File: src/rtl/load_store_unit.sv
// load_store_unit: memory stage with req/ack handshake, store strobes, load alignment and timeout (optional LSU_MISALIGN_TRAP_EN)
module load_store_unit #(
  parameter int ACK_TIMEOUT = 16,
  parameter int CNT_W = 8
) (
  input  logic        clk_in,
  input  logic        reset_in,
  input  logic        valid_in,
  output logic        ready_out,
  input  logic [6:0]  opcode_in,
  input  logic [2:0]  funct3_in,
  input  logic [4:0]  rd_in,
  input  logic [31:0] alu_result_in,
  input  logic [31:0] rs2_value_in,
  output logic        mem_req_out,
  output logic        mem_we_out,
  output logic [31:0] mem_addr_out,
  output logic [31:0] mem_wdata_out,
  output logic [3:0]  mem_wstrb_out,
  input  logic [31:0] mem_rdata_in,
  input  logic        mem_ack_in,
  output logic        done_out,
  output logic        wb_en_out,
  output logic [4:0]  wb_rd_out,
  output logic [31:0] wb_data_out,
  output logic        fault_out,
  output logic        misalign_out
);
  localparam logic [6:0] OP_LOAD  = 7'b0000011;
  localparam logic [6:0] OP_STORE = 7'b0100011;
  localparam logic [6:0] OP_REG   = 7'b0110011;
  localparam logic [6:0] OP_IMM   = 7'b0010011;
  localparam logic [CNT_W-1:0] TIMEOUT = CNT_W'(ACK_TIMEOUT);
  typedef enum logic [1:0] {IDLE, ACCESS, DONE} state_t;
  state_t state, state_d;
  logic [CNT_W-1:0] cnt, cnt_d;
  logic [2:0] f3_q, f3_d;
  logic [1:0] lo_q, lo_d;
  logic req_d, we_d, done_d, wb_en_d, fault_d, mis_d;
  logic [31:0] addr_d, wdata_d, wb_data_d, ld_val, rsh;
  logic [3:0] wstrb_d;
  logic [4:0] wb_rd_d;
  logic accept, is_load, is_store, is_alu, legal, trap;
  logic [1:0] size, eff_lo;
  logic [7:0] lane_b;
  logic [15:0] lane_h;
  assign ready_out = state == IDLE;
  assign accept    = valid_in & ready_out;
  assign is_load   = opcode_in == OP_LOAD;
  assign is_store  = opcode_in == OP_STORE;
  assign is_alu    = opcode_in == OP_REG || opcode_in == OP_IMM;
  assign size      = funct3_in[1:0];
  assign legal     = is_load ? (funct3_in inside {3'b000, 3'b001, 3'b010, 3'b100, 3'b101})
                             : (funct3_in inside {3'b000, 3'b001, 3'b010});
  assign eff_lo    = size == 2'b01 ? {alu_result_in[1], 1'b0} :
                     size == 2'b10 ? 2'b00 : alu_result_in[1:0];
`ifdef LSU_MISALIGN_TRAP_EN
  assign trap = (size == 2'b01 && alu_result_in[0]) || (size == 2'b10 && alu_result_in[1:0] != 2'b00);
`else
  assign trap = 1'b0;
`endif
  // Select and extend the addressed lane of the returned read word
  always_comb begin
    rsh    = mem_rdata_in >> {lo_q, 3'b000};
    lane_b = rsh[7:0];
    lane_h = lo_q[1] ? mem_rdata_in[31:16] : mem_rdata_in[15:0];
    ld_val = f3_q == 3'b000 ? {{24{lane_b[7]}}, lane_b} :
             f3_q == 3'b001 ? {{16{lane_h[15]}}, lane_h} :
             f3_q == 3'b100 ? {24'b0, lane_b} :
             f3_q == 3'b101 ? {16'b0, lane_h} : mem_rdata_in;
  end
  // Next-state and next-output logic; registered outputs hold unless updated
  always_comb begin
    state_d   = state;
    cnt_d     = cnt;
    f3_d      = f3_q;
    lo_d      = lo_q;
    req_d     = mem_req_out;
    we_d      = mem_we_out;
    addr_d    = mem_addr_out;
    wdata_d   = mem_wdata_out;
    wstrb_d   = mem_wstrb_out;
    done_d    = 1'b0;
    wb_en_d   = 1'b0;
    fault_d   = 1'b0;
    mis_d     = 1'b0;
    wb_rd_d   = wb_rd_out;
    wb_data_d = wb_data_out;
    case (state)
      IDLE: if (accept) begin
        wb_rd_d = rd_in;
        if ((is_load || is_store) && !legal) begin
          state_d = DONE;
          done_d  = 1'b1;
          fault_d = 1'b1;
        end else if ((is_load || is_store) && trap) begin
          state_d = DONE;
          done_d  = 1'b1;
          mis_d   = 1'b1;
        end else if (is_load || is_store) begin
          state_d = ACCESS;
          cnt_d   = '0;
          f3_d    = funct3_in;
          lo_d    = eff_lo;
          req_d   = 1'b1;
          we_d    = is_store;
          addr_d  = {alu_result_in[31:2], 2'b00};
          wdata_d = !is_store ? 32'b0 :
                    size == 2'b00 ? {4{rs2_value_in[7:0]}} :
                    size == 2'b01 ? {2{rs2_value_in[15:0]}} : rs2_value_in;
          wstrb_d = !is_store ? 4'b0000 :
                    size == 2'b00 ? 4'b0001 << eff_lo :
                    size == 2'b01 ? 4'b0011 << eff_lo : 4'b1111;
        end else begin
          state_d   = DONE;
          done_d    = 1'b1;
          wb_en_d   = is_alu;
          wb_data_d = is_alu ? alu_result_in : wb_data_out;
        end
      end
      ACCESS: if (mem_ack_in) begin
        state_d   = DONE;
        req_d     = 1'b0;
        done_d    = 1'b1;
        wb_en_d   = !mem_we_out;
        wb_data_d = mem_we_out ? wb_data_out : ld_val;
      end else if (ACK_TIMEOUT != 0 && cnt + 1'b1 == TIMEOUT) begin
        state_d = DONE;
        req_d   = 1'b0;
        done_d  = 1'b1;
        fault_d = 1'b1;
      end else begin
        cnt_d = cnt + 1'b1;
      end
      default: state_d = IDLE;
    endcase
  end
  // State and output registers with synchronous reset
  always_ff @(posedge clk_in) begin
    if (reset_in) begin
      state         <= IDLE;
      cnt           <= '0;
      f3_q          <= '0;
      lo_q          <= '0;
      mem_req_out   <= 1'b0;
      mem_we_out    <= 1'b0;
      mem_addr_out  <= '0;
      mem_wdata_out <= '0;
      mem_wstrb_out <= '0;
      done_out      <= 1'b0;
      wb_en_out     <= 1'b0;
      wb_rd_out     <= '0;
      wb_data_out   <= '0;
      fault_out     <= 1'b0;
      misalign_out  <= 1'b0;
    end else begin
      state         <= state_d;
      cnt           <= cnt_d;
      f3_q          <= f3_d;
      lo_q          <= lo_d;
      mem_req_out   <= req_d;
      mem_we_out    <= we_d;
      mem_addr_out  <= addr_d;
      mem_wdata_out <= wdata_d;
      mem_wstrb_out <= wstrb_d;
      done_out      <= done_d;
      wb_en_out     <= wb_en_d;
      wb_rd_out     <= wb_rd_d;
      wb_data_out   <= wb_data_d;
      fault_out     <= fault_d;
      misalign_out  <= mis_d;
    end
  end
endmodule

File: config.mk
export PLATFORM = sky130hd
export DESIGN_NAME = load_store_unit
export DESIGN_NICKNAME = d
export VERILOG_FILES = /design/src/rtl/load_store_unit.sv
export SDC_FILE = /design/constraint.sdc
export NUM_CORES = 1
export LEC_CHECK = 0
export BUFFER_PORTS_ARGS = -buffer_cell sky130_fd_sc_hd__buf_2
export CELL_PAD_IN_SITES_DETAIL_PLACEMENT = 1
export CELL_PAD_IN_SITES_GLOBAL_PLACEMENT = 1
export CORE_ASPECT_RATIO = 0.75
export CORE_MARGIN = 2
export CORE_UTILIZATION = 25
export CTS_CLUSTER_DIAMETER = 100
export DETAILED_ROUTE_END_ITERATION = 6
export GPL_TIMING_DRIVEN = 0
export PLACE_DENSITY = 0.71
export SLEW_MARGIN = 20
export SYNTH_ARGS = -nofsm -noshare
export SYNTH_HDL_FRONTEND = slang
export SYNTH_SLANG_ARGS = --single-unit
export TNS_END_PERCENT = 5
File: constraint.sdc
create_clock -name clk_in -period 4.9 [get_ports clk_in]
set_input_delay 0.98 -clock clk_in [delete_from_list [all_inputs] [get_ports clk_in]]
set_output_delay 0.98 -clock clk_in [all_outputs]
set_load 0.1 [all_outputs]
; Yosys cells after proc, flatten, opt, wreduce, memory -nomap -nowiden
; Index checks and enable logic that the tools add are counted.
[totals]
regBits = 123
inputBits = 115
output_inout_bits = 112
[op_classes]
addsub = 1
eq_ne = 25
shifts = 3
n_mux = 54
bitwise_logic = 2
reduce_logical = 18
[op_table]
columns = operator, count
row1 = $mux 32, 13
row2 = $pmux 32 s2, 1
row3 = $mux 8, 5
row4 = $shr 32x5->8, 1
row5 = $mux 1, 18
row6 = $mux 16, 1
row7 = $pmux 8 s2, 1
row8 = $eq 7x6->1 const B, 2
row9 = $mux 2, 7
row10 = $eq 3x3->1 const B, 4
row11 = $mux 4, 3
row12 = $ne 2x2->1 const B, 6
row13 = $add 8x1->8 const B, 1
row14 = $eq 8x5->1 const B, 1
row15 = $pmux 1 s2, 4
row16 = $eq 7x2->1 const B, 1
row17 = $eq 7x5->1 const B, 1
row18 = $reduce_and 7->1, 1
row19 = $eq 3x1->1 const B, 2
row20 = $logic_not 3->1, 2
row21 = $ne 2x1->1 const B, 3
row22 = $reduce_and 6->1, 1
row23 = $reduce_and 5->1, 1
row24 = $reduce_bool 5->1, 1
row25 = other kinds (17), 22

; Longest topological paths before layout
[depth]
ltp_word = 8
depth_mapped = 8

; Worst setup path before layout
; Ideal clock, no wire load.
[synth_timing]
path_type = register to output
from = register state[0]
to = output port ready_out
arrival_time_ns = 1.974
t_required_ns = 3.920
slack_ns = 1.946
path_stages_with_launch = 4
n_path_buf = 2
cell_sequence = dfxtp_1 buf_2 buf_1 nor2_1
[synth_between]
elab_chain_cells = 1
[synth_lines]
columns = element, line_no
row1 = start: declaration, 35  ; state_t state, state_d;
row2 = start signal: assignment, 157  ; state <= state_d;
row3 = $logic_not 2->1, 47  ; assign ready_out = state == IDLE;
row4 = end: declaration, 9  ; output logic ready_out,
; No other way between the ends.

; Worst setup path after layout
; Same ends and word-level chain as after synthesis.

==> results.md <==
* Outcome: completed
* Yosys top cell by area: dfxtp_1
* Routability Congestion at 0.878
* Critical path origin: state[0]
* Worst path cell trace: buf_2 -> buf_1 -> nor2_1 -> buf_2
* FFs w/ async S/R, synth at 0%
* Min Tclk post-route at 2.92 ns
* Hold Buf Count CTS at 0
* CP Launch Type: flop
* Most frequent cells in the layout: 237 x buf_2, 134 x nand2_1, 123 x dfxtp_1
* Reg2reg start: state[1]
* Post-place setup slack at 1.85 ns
* Via count at 6,189
* IO Count at roughly 230
* Reg-to-Reg End: mem_wdata_out[5]
* Clock skew at 0.0115 ns
* Post-synth EDFFs at 0
* Max VDD drop at 0.223 mV
* First-pass GRT wire length at 37,100 um
* CTS tree: yes
* CP Depth at 4
* Finish-stage setup viols at 0
* Clk buf depth at 2
* Initial DRC Count at 352
* Die ar. at 24,300 um2
* Post-synth cell types at slightly above 50
* Crit path max-delay family: buffers and inverters
* Layout net count at 1,061
* M2 GR Usage at 31.4%
* Share of the synthesized area in the top cell type at 42.7%
* Post-route DRC at 0
* Post-cts repair resize count at 0
* Static Leak at approximately 3.3 nW
* Critical Path Most Common Cell: buf_2
* Max-slew violations at 0
* Length of the first detailed-routing pass in iterations at 5
* Min-Delay Path Class: reg2reg
* Crit share post-route at between 50% and 60%
* Mapped Area at 5770 um2
* Antenna Violating Nets Remaining at 0
* Total GRT Usage at 20.0%
* Critical path buffers and inverters at 3
* Rows at 48
* Worst EP arrival at roughly 1.9 ns
* Hold path start: mem_addr_out[10]
* Core Util, Final at 34.4%
* Syn Inst Count at just over 700
* Required @ worst endpoint at 3.92 ns
* Hpwl dp at 19,200 um
* Sum Neg Setup Slack at 0 ns
* CP endpoint: ready_out
* DR vias/cell at 4.92
* Crit path largest cell delay at 0.42 ns
* Fmax at 342 MHz
* Met3 Use GR at 5.78%
* Share of layout cells above drive strength 1 at 31.6%
* CTS clock-pin slew for the worst setup and hold paths at 0.06 ns
* Most common cell after layout, fill and taps aside: buf_2
* Clock sinks at about 120
* Ranking of synthesized cells by area: dfxtp_1 43%, nand2_1 8.7%, a21oi_1 7.5%
* Starting Density at between 20% and 30%
* Setup Buffers After CTS at 0
* H-tree Lvls at 4
* Critical path type: reg2out
* Synth Flop Type: dfxtp_1
* Seq/Total Area, Yosys at 42.7%
* CTS buffer count at 17
* GRT Residual Overflow at 0
* Worst setup margin at just under 2 ns
* Routed len/inst at 19.6 um
* Final wirelength at 24,600 um
* Global routing usage on met1 at 27.1%
* Die Span X at between 150 and 200 um
* Post-placement cell count at 1,226
* RSZ-0062 raised after global routing: no
* Area growth, synth to finish at 36.1%
* Worst-path fanout max at 10
* Slew @ Worst Pin at 0.798 ns
* Root Driver: clkbuf_16
* Worst reg-to-reg setup slack at roughly 2.5 ns
* Skew-Pair Late Insertion Delay at 0.43 ns
* FF-to-FF path depth at 7
* Core area at approximately 23,000 um2
* Max-cap violations at 0
* Gr busiest metal: met2
* Pwr dens at roughly 320 nW/um2
* Pin count of the biggest net entering global routing at 17
* Slowest cell on the critical path: dfxtp_1
* Mapped Avg Cell Area at 8.20 um2
* WHS at 0.453 ns
* Vias in the first global route at 6,206
* Ys Warns at 0
* Final Hold Fails at 0
* Element type at the critical path end: output port
* IO Port Bufs at 220
* Slew margin rel. at about 47%
* Fin cells at 1,258
* Die height at 136 um
* Initial antenna violation count at 1
* FF+latch count, synth at 123
[how the worst min path moves through the flow]
stage               slack (ns)  cells after the start          endpoint
CTS                       0.45                      2  mem_wstrb_out[3]
global route              0.47                      2  mem_addr_out[20]
global placement          0.44                      2  mem_wdata_out[1]
floorplan                 0.44                      2           f3_q[2]
detailed placement        0.45                      2  mem_wstrb_out[3]
finish                    0.45                      2  mem_addr_out[10]
[kinds of logic after synthesis]
group           count (synthesis)  share of synthesized area (%)
xor+xnor                        1                          0.152
buf+inv                        75                           5.96
mux                            31                           6.15
fa+ha+maj                       1                          0.217
compound gates                213                           24.1
other cells                     1                         0.0650
simple gates                  259                           20.7
flops                         123                           42.7
[cell usage after synthesis (2+ instances only)]
| library cell | n |
|---|---|
| nand2_1 | 134 |
| dfxtp_1 | 123 |
| a21oi_1 | 87 |
| nor2_1 | 51 |
| clkbuf_1 | 34 |
| o221ai_1 | 32 |
| a22oi_1 | 24 |
| o21ai_0 | 24 |
| and2_1 | 18 |
| buf_2 | 17 |
| mux2_2 | 16 |
| mux2i_1 | 13 |
| inv_1 | 12 |
| nand3_1 | 12 |
| nor2b_1 | 12 |
| a211oi_1 | 11 |
| nand2b_1 | 10 |
| a311oi_1 | 8 |
| a31oi_1 | 8 |
| buf_4 | 5 |
| buf_1 | 4 |
| nand4_1 | 4 |
| nor3_1 | 4 |
| a22o_1 | 3 |
| buf_6 | 3 |
| o211ai_1 | 3 |
| a21o_1 | 2 |
| mux4_2 | 2 |
| nor4b_1 | 2 |
| o21ai_1 | 2 |
| o32ai_1 | 2 |
| or2_2 | 2 |
| or3_1 | 2 |
[registers in the layout, indices dropped and copies added (netlist names)]
signal         flops
cnt                8
done_out           1
f3_q               3
fault_out          1
lo_q               2
mem_addr_out      30
mem_req_out        1
mem_wdata_out     32
mem_we_out         1
mem_wstrb_out      4
state              2
wb_data_out       32
wb_en_out          1
wb_rd_out          5
[through the flow]
step	total power [mW]	cell area [um2]
CTS	2.55	7850
finish	2.53	7860
detailed placement	1.26	7260
floorplan	1.16	5780
global placement	1.25	7260
global route	2.61	7860
[report_power, final]
group          internal, mW  switching, mW  total [mW]
logic                0.0736          0.153       0.226
clock network         0.799          0.493        1.29
registers              1.01        0.00283        1.01
[layer usage]
layer / share of wire [%] / vias up / wire, um
li1: - / 2977 / -
met1: 47 / 3007 / 11700
met2: 45 / 185 / 11100
met3: 6.4 / 20 / 1570
met4: 1.2 / 0 / 288
met5: 0 / - / 0
[cell type report]
cell class                 instances  area (um2)
antenna                            1        2.50
buffer                            63         299
clock buffer                      21         480
clock inverter                    10         115
fill                            2825       15000
inverter                          12        45.0
multi-input combinational        508        2970
sequential                       123        2460
tap                              300         375
timing repair buffer             220        1100
[tightest hold or removal path, stage by stage (launching register included)]
cell and delay (ns):
dfxtp_1 0.31, nand2_1 0.05, a21oi_1 0.05
Note: power is estimated with default switching activity, not from simulation.
